`src/rtl/ahbl_pkg.sv`:
```
// Shared AHB-Lite definitions: bridge state encoding, HTRANS/HSIZE codes
// and a helper that identifies transfer types that start a transfer.
package ahbl_pkg;

  typedef enum logic [2:0] {
    ST_IDLE,
    ST_WDATA,
    ST_SETUP,
    ST_ACCESS,
    ST_ERR1,
    ST_ERR2
  } apb_br_state_t;

  localparam logic [1:0] HTRANS_IDLE   = 2'b00;
  localparam logic [1:0] HTRANS_BUSY   = 2'b01;
  localparam logic [1:0] HTRANS_NONSEQ = 2'b10;
  localparam logic [1:0] HTRANS_SEQ    = 2'b11;

  localparam logic [2:0] HSIZE_BYTE = 3'd0;
  localparam logic [2:0] HSIZE_HALF = 3'd1;
  localparam logic [2:0] HSIZE_WORD = 3'd2;

  // IDLE and BUSY carry no transfer; only NONSEQ and SEQ open one.
  function automatic logic htrans_active(input logic [1:0] htrans);
    return (htrans != HTRANS_IDLE) && (htrans != HTRANS_BUSY) &&
           ((htrans == HTRANS_NONSEQ) || (htrans == HTRANS_SEQ));
  endfunction

endpackage

```
`src/rtl/ahbl_apb_strb_gen.sv`:
```
// Combinational byte-lane strobe decoder for 32-bit APB writes; reads and
// oversize transfers produce no strobes.
module ahbl_apb_strb_gen
  import ahbl_pkg::*;
(
  input  logic [2:0] hsize,
  input  logic [1:0] addr_lo,
  input  logic       hwrite,
  output logic [3:0] strb
);

  genvar gi;
  generate
    for (gi = 0; gi < 4; gi++) begin : g_lane
      localparam logic [1:0] LANE = 2'(gi);
      assign strb[gi] = hwrite &&
                        ((hsize == HSIZE_WORD) ||
                         ((hsize == HSIZE_HALF) && (LANE[1] == addr_lo[1])) ||
                         ((hsize == HSIZE_BYTE) && (LANE == addr_lo)));
    end
  endgenerate

endmodule

```
`src/rtl/ahbl_apb_bridge.sv`:
```
// AHB-Lite slave to APB4 master bridge, one transfer at a time.
// Optional pstrb output is enabled by defining AHBL_APB_PSTRB_EN.
module ahbl_apb_bridge
  import ahbl_pkg::*;
#(
  parameter int W_ADDR  = 32,
  parameter int W_DATA  = 32,
  parameter int W_PADDR = 16
) (
  input  logic               clk,
  input  logic               rst,
  input  logic               hready,
  output logic               hready_resp,
  output logic               hresp,
  input  logic [W_ADDR-1:0]  haddr,
  input  logic               hwrite,
  input  logic [1:0]         htrans,
  input  logic [2:0]         hsize,
  input  logic [W_DATA-1:0]  hwdata,
  output logic [W_DATA-1:0]  hrdata,
  output logic [W_PADDR-1:0] paddr,
  output logic               psel,
  output logic               penable,
  output logic               pwrite,
  output logic [W_DATA-1:0]  pwdata,
`ifdef AHBL_APB_PSTRB_EN
  output logic [3:0]         pstrb,
`endif
  input  logic [W_DATA-1:0]  prdata,
  input  logic               pready,
  input  logic               pslverr
);

  apb_br_state_t      state_reg, state_next;
  logic [W_PADDR-1:0] paddr_reg, paddr_next;
  logic               pwrite_reg, pwrite_next;
  logic [W_DATA-1:0]  pwdata_reg, pwdata_next;
  logic [W_DATA-1:0]  hrdata_reg, hrdata_next;
  logic               hready_resp_reg, hresp_reg, psel_reg, penable_reg;
  logic               sample;

  // Upper address bits select this slave upstream and are not forwarded.
  logic unused_haddr;
  assign unused_haddr = &{1'b0, haddr[W_ADDR-1:W_PADDR]};

`ifdef AHBL_APB_PSTRB_EN
  logic [3:0] pstrb_reg, pstrb_next, strb;

  ahbl_apb_strb_gen u_strb_gen (
    .hsize   (hsize),
    .addr_lo (haddr[1:0]),
    .hwrite  (hwrite),
    .strb    (strb)
  );
`endif

  assign sample = ((state_reg == ST_IDLE) || (state_reg == ST_ERR2)) &&
                  hready && htrans_active(htrans);

  always_comb begin
    state_next  = state_reg;
    paddr_next  = paddr_reg;
    pwrite_next = pwrite_reg;
    pwdata_next = pwdata_reg;
    hrdata_next = hrdata_reg;
`ifdef AHBL_APB_PSTRB_EN
    pstrb_next  = pstrb_reg;
`endif
    case (state_reg)
      ST_IDLE, ST_ERR2: begin
        state_next = ST_IDLE;
        if (sample) begin
          paddr_next  = haddr[W_PADDR-1:0];
          pwrite_next = hwrite;
`ifdef AHBL_APB_PSTRB_EN
          pstrb_next  = strb;
`endif
          if (hsize > HSIZE_WORD) state_next = ST_ERR1;
          else if (hwrite)        state_next = ST_WDATA;
          else                    state_next = ST_SETUP;
        end
      end
      ST_WDATA: begin
        pwdata_next = hwdata;
        state_next  = ST_SETUP;
      end
      ST_SETUP: state_next = ST_ACCESS;
      ST_ACCESS: begin
        if (pready) begin
          if (pslverr) begin
            state_next = ST_ERR1;
          end else begin
            state_next = ST_IDLE;
            if (!pwrite_reg) hrdata_next = prdata;
          end
        end
      end
      ST_ERR1: state_next = ST_ERR2;
      default: state_next = ST_IDLE;
    endcase
  end

  // Handshake outputs are registered copies decoded from the next state.
  always_ff @(posedge clk) begin
    if (rst) begin
      state_reg       <= ST_IDLE;
      paddr_reg       <= '0;
      pwrite_reg      <= 1'b0;
      pwdata_reg      <= '0;
      hrdata_reg      <= '0;
      hready_resp_reg <= 1'b1;
      hresp_reg       <= 1'b0;
      psel_reg        <= 1'b0;
      penable_reg     <= 1'b0;
`ifdef AHBL_APB_PSTRB_EN
      pstrb_reg       <= 4'b0000;
`endif
    end else begin
      state_reg       <= state_next;
      paddr_reg       <= paddr_next;
      pwrite_reg      <= pwrite_next;
      pwdata_reg      <= pwdata_next;
      hrdata_reg      <= hrdata_next;
      hready_resp_reg <= (state_next == ST_IDLE) || (state_next == ST_ERR2);
      hresp_reg       <= (state_next == ST_ERR1) || (state_next == ST_ERR2);
      psel_reg        <= (state_next == ST_SETUP) || (state_next == ST_ACCESS);
      penable_reg     <= (state_next == ST_ACCESS);
`ifdef AHBL_APB_PSTRB_EN
      pstrb_reg       <= pstrb_next;
`endif
    end
  end

  assign hready_resp = hready_resp_reg;
  assign hresp       = hresp_reg;
  assign hrdata      = hrdata_reg;
  assign paddr       = paddr_reg;
  assign psel        = psel_reg;
  assign penable     = penable_reg;
  assign pwrite      = pwrite_reg;
  assign pwdata      = pwdata_reg;
`ifdef AHBL_APB_PSTRB_EN
  assign pstrb       = pstrb_reg;
`endif

endmodule

```
`config.mk`:
```
export PLATFORM = sky130hd
export DESIGN_NAME = ahbl_apb_bridge
export DESIGN_NICKNAME = d
export VERILOG_FILES = /design/src/rtl/ahbl_pkg.sv /design/src/rtl/ahbl_apb_strb_gen.sv /design/src/rtl/ahbl_apb_bridge.sv
export SDC_FILE = /design/constraint.sdc
export NUM_CORES = 1
export LEC_CHECK = 0
export BUFFER_PORTS_ARGS = -buffer_cell sky130_fd_sc_hd__buf_2
export CORE_MARGIN = 2
export CORE_UTILIZATION = 39
export DETAILED_ROUTE_END_ITERATION = 10
export HOLD_SLACK_MARGIN = 0.06
export PLACE_DENSITY = 0.74
export SKIP_CTS_REPAIR_TIMING = 1
export SYNTH_ARGS = -nofsm -noshare
export SYNTH_HDL_FRONTEND = slang
export SYNTH_SLANG_ARGS = --single-unit
```
`constraint.sdc`:
```
create_clock -name clk -period 1.44 [get_ports clk]
set_input_delay 0 -clock clk [delete_from_list [all_inputs] [get_ports clk]]
set_output_delay 0 -clock clk [all_outputs]
set_load 0.01 [all_outputs]
```
-- Yosys cells after proc, flatten, opt, wreduce, memory -nomap -nowiden
Index checks and enable logic that the tools add are counted.
- flip-flop bits (word level): 88
- bits in latches: 0
- bits in writable memories: 0
- bits in read-only memories: 0
- input bits: 107
- output and inout bits: 85
- word-level logic and storage cells: 45
- memories: 0
- add/sub/neg operators: 0
- multiply operators: 0
- divide/modulo/power cells: 0
- magnitude comparators: 1
- eq/ne operators: 12
- shift-type cells: 0
- muxes and demuxes: 6
- bitwise operators: 2
- reductions and logical operators: 15
- operators by type and width (cell ; number):
    $pmux 3 s5 ; 1
    $eq 3x2->1 const B ; 4
    $eq 3x3->1 const B ; 4
    $mux 3 ; 4
    $logic_not 3->1 ; 2
    $logic_or 1x1->1 ; 5
    $eq 2x2->1 const B ; 2
    $logic_and 1x1->1 ; 4
    $reduce_and 4->1 ; 1
    $eq 3x1->1 const B ; 1
    $gt 3x2->1 const B ; 1
    $mux 2 ; 1
    $ne 2x1->1 const B ; 1
    $not 1->1 ; 2
    $reduce_and 2->1 ; 1
    $reduce_bool 2->1 ; 1
    $reduce_or 2->1 ; 1

-- Depth between registers and ports, before layout
- word-level depth: 8
- mapped depth: 6
- mapped depth without buffers: 3

-- Worst setup path before layout
OpenSTA, ideal clock, no wires.
- path type: register -> register
- from: register state_reg[0]
- to: register state_reg[0]
- library setup time: 74 ps
- arrival time: 1276 ps
- data required time: 1366 ps
- slack: 90 ps
- cell stages (with the launch flop): 5
- buffers on the path: 1
- period minus slack after synthesis: 1350 ps
- cells stage by stage: dfxtp_1 buf_6 xor2_4 or4b_1 a31oi_1
- cells in the longest elaborated chain, start to end: 6
- elaborated cells between the ends (all ways): 13
- those cells by class: eq/ne: 5; mux: 3; reduce/logical: 5
- ends and longest elaborated chain (element ; line ; text):
    start, declared ; ahbl_apb_bridge.sv:34 ; apb_br_state_t state_reg, state_next;
    start signal, assigned ; ahbl_apb_bridge.sv:119 ; state_reg <= state_next;
    $eq 3x3->1 / $logic_not 3->1 (equally long branches) ; ahbl_apb_bridge.sv:57, ahbl_apb_bridge.sv:69 ;
    $logic_or 1x1->1 ; ahbl_apb_bridge.sv:57 ; assign sample = ((state_reg == ST_IDLE) || (state_reg == ST_ERR2)) &&
    $logic_and 1x1->1 ; ahbl_apb_bridge.sv:57 ;
    $logic_and 1x1->1 ; ahbl_apb_bridge.sv:58 ; hready && htrans_active(htrans);
    $mux 3 ; ahbl_apb_bridge.sv:72 ; if (sample) begin
    $pmux 3 s5 * ; ahbl_apb_bridge.sv:69 ; case (state_reg)
Mark *: on every way between the ends. The rest lies on a longest branch, timed or not.
A chain may end at the register's enable or synchronous reset.

-- Final worst setup path
- from: register pwrite_reg, in the netlist pwrite
- to: register hrdata_reg[16], in the netlist hrdata[16]
- cells in the longest elaborated chain, start to end: 2
- ends and longest elaborated chain (element ; line ; text):
    start, declared ; ahbl_apb_bridge.sv:36 ; logic pwrite_reg, pwrite_next;
    start signal, assigned ; ahbl_apb_bridge.sv:121 ; pwrite_reg <= pwrite_next;
    $not 1->1 (no line) ; -- ;
    $reduce_and 4->1 (no line) ; -- ;
    end signal, assigned ; ahbl_apb_bridge.sv:123 ; hrdata_reg <= hrdata_next;
    end, declared ; ahbl_apb_bridge.sv:38 ; logic [W_DATA-1:0] hrdata_reg, hrdata_next;
No other way between the ends.

==> results.md <==
* First-pass GRT wire length at roughly 14000 um
* Initial antenna violation count at 0
* RSZ-0062 raised after global routing: yes
* Worst Path Required at 1.66 ns
* DRC violations left at 0
* Via Count at around 3900
* Via-to-Cell Ratio at 5.13
* Failing checks: negative setup slack
* Period Utilization, post-route at 1.01
* Worst skew pair latency at 0.35 ns
* EDFF count, synth at 0
* WL/cell at approximately 15 um
* Synthesized Nets at 506
* Cell taking the most area after synthesis: dfxtp_1
* Root buf cell: clkbuf_8
* Relative slew slack at 0.668
* Slew Viols, Final at 0
* Final core utilization at 0.662
* Worst hold-check path type: input pin to flop
* Top cells by area in the synthesized netlist: dfxtp_1 53%, a21oi_1 13%, nand2_1 7.7%
* Post-synthesis sequential area ratio at 0.532
* TritonCTS clock tree: yes
* #FFs+latches synth at 88
* Reg2reg setup slack at -0.02 ns
* Worst r2r src: pwrite
* End point of the critical path: hrdata[16]
* Vert. Die Dim at 96.2 um
* Number of fill cells in the layout at approximately 640
* Kind of cell adding the most delay to the critical path: simple AND/OR/NAND/NOR gates
* CTS sink count at 88
* Top_reg_cell synth: dfxtp_1
* Nature of the critical path startpoint: flop
* Post-route insts no fill at 763
* PD cells at 988 nW/um^2
* Worst path depth at 3
* Clk_skew at 0.00970 ns
* LEAKAGE at approximately 2.4 nW
* MaxCap Viol Count at 0
* HPWL Detailed at approximately 6400 um
* Max clock buf depth at 2
* Mapped Area at 3310 um^2
* Inst Count DP at 661
* Initial core utilization at 0.403
* Total GRT Usage at 0.190
* CP cell instances: or2_2, o21ai_0, a21oi_1
* Core area at 8220 um^2
* Commonest non-fill, non-tap cells in the layout: 174 x buf_2, 86 x dfxtp_1, 84 x dlygate4sd3_1
* H-Tree Depth at 3
* Peak Freq at 685 MHz
* Final Setup Violations at 1
* Flip-flop and latch area at 1770 um^2
* Peak VDD IR at 0.000571 V
* Slew @ Worst Pin at approximately 0.50 ns
* Area of placed instances at 4380 um^2
* WHS at 0.0779 ns
* Most common cell after layout, fill and taps aside: buf_2
* WP data arrival at 1.68 ns
* Async S/R FF share, synth at 0
* Initial drt markers at 172
* Routed Antenna Nets at 0
* IO Pins at approximately 190
* Avg Cell Area, Syn at ~8.3 um^2
* Cell count of the worst reg-to-reg path at 3
* Final min period at 1.46 ns
* Row cnt at 33
* Die ar. at roughly 9200 um^2
* Nets at 760
* Multi-input gate area at 1390 um^2
* Port Buffers at about 170
* Drt pass-1 iters at 5
* Num CTS Buffers at 9
* Worst setup EP type: flop
* GRT overflow at 0
* Crit path buffers/inverters at 0
* Layout cells sized above 1 at 0.333
* Clock slew at reported path FFs at 0.09 ns
* Synth top area share at 0.532
* Setup TNS at -0.0188 ns
* Setup ws final at -0.0188 ns
* Largest net degree at the start of global routing at 38
* Worst-path fanout max at 32
* Cells after synthesis at 399
* Vias in the first global route at 3196
* RD Place Congestion at 0.712
* Crit. Startpoint: pwrite
* Antenna cells at 0
* Synth cell types at 29
* Crit Path Class: flop to flop
* Die Wd at 96.2 um
* Ys Warns at 0
* Routed WL at about 11000 um
* Overall power at 5.38 mW
* Slowest CP cell: or2_2
* Place WS at -0.0507 ns
* Finished Cell Area at 5440 um^2
* Run status: finished with violations
* Reg-to-Reg End: hrdata[16]
* Final Hold Viols at 0
* Synth-to-Final Area Change at 64.3%
* Slowest cell delay on critical path at 0.51 ns
-- layer usage --
layer | track usage | up-vias | wire (um)
met5 | 0 | - | 0
met4 | 0.0726 | 0 | 252
met3 | 0.0626 | 25 | 961
met2 | 0.328 | 188 | 5570
met1 | 0.218 | 1816 | 4380
li1 | - | 1888 | -
-- cells in the mapped netlist, types with 3 or more instances --
library cell,instances
dfxtp_1,88
a21oi_1,83
nand2_1,68
nand3_1,50
o21ai_0,49
clkbuf_1,22
buf_2,13
a31oi_1,3
nor2_1,3
-- power by group --
group	internal, mW	switching (mW)
sequential	2.55	0.0751
clock	0.848	0.863
combinational	0.525	0.515
-- area by class of cell --
class,count,share of cell area
Clock buffer,11,0.0260
Tap cell,105,0.0241
Sequential cell,88,0.325
Timing Repair Buffer,280,0.359
Multi-Input combinational cell,274,0.256
Clock inverter,5,0.0103
-- worst min-delay path by stage --
stage | startpoint | end | slack (ns) | cells past startpoint
after floorplan | hwdata[0] | pwdata[0] | 0.14 | 2
after global placement | hwdata[3] | pwdata[3] | 0.24 | 3
after detailed placement | hwdata[28] | pwdata[28] | 0.24 | 3
after CTS | hwdata[28] | pwdata[28] | -0.13 | 3
after global routing | hready | state_reg[0] | 0.09 | 4
final | hready | state_reg[0] | 0.08 | 4
-- cells by family (layout without fill, tap and decap cells) --
kind of cell / Yosys count / after routing / synth area share
compound gates: 138 / 138 / 0.213
simple gates: 134 / 134 / 0.192
buf+inv: 37 / 296 / 0.0502
flops: 88 / 88 / 0.532
xor+xnor: 2 / 2 / 0.0132
-- worst min-delay path: stages --
cell and delay, ns:
buf_2 0.12, nand3b_4 0.08, or4b_1 0.11, a31oi_1 0.07
Power figures use the tool's default switching activity.
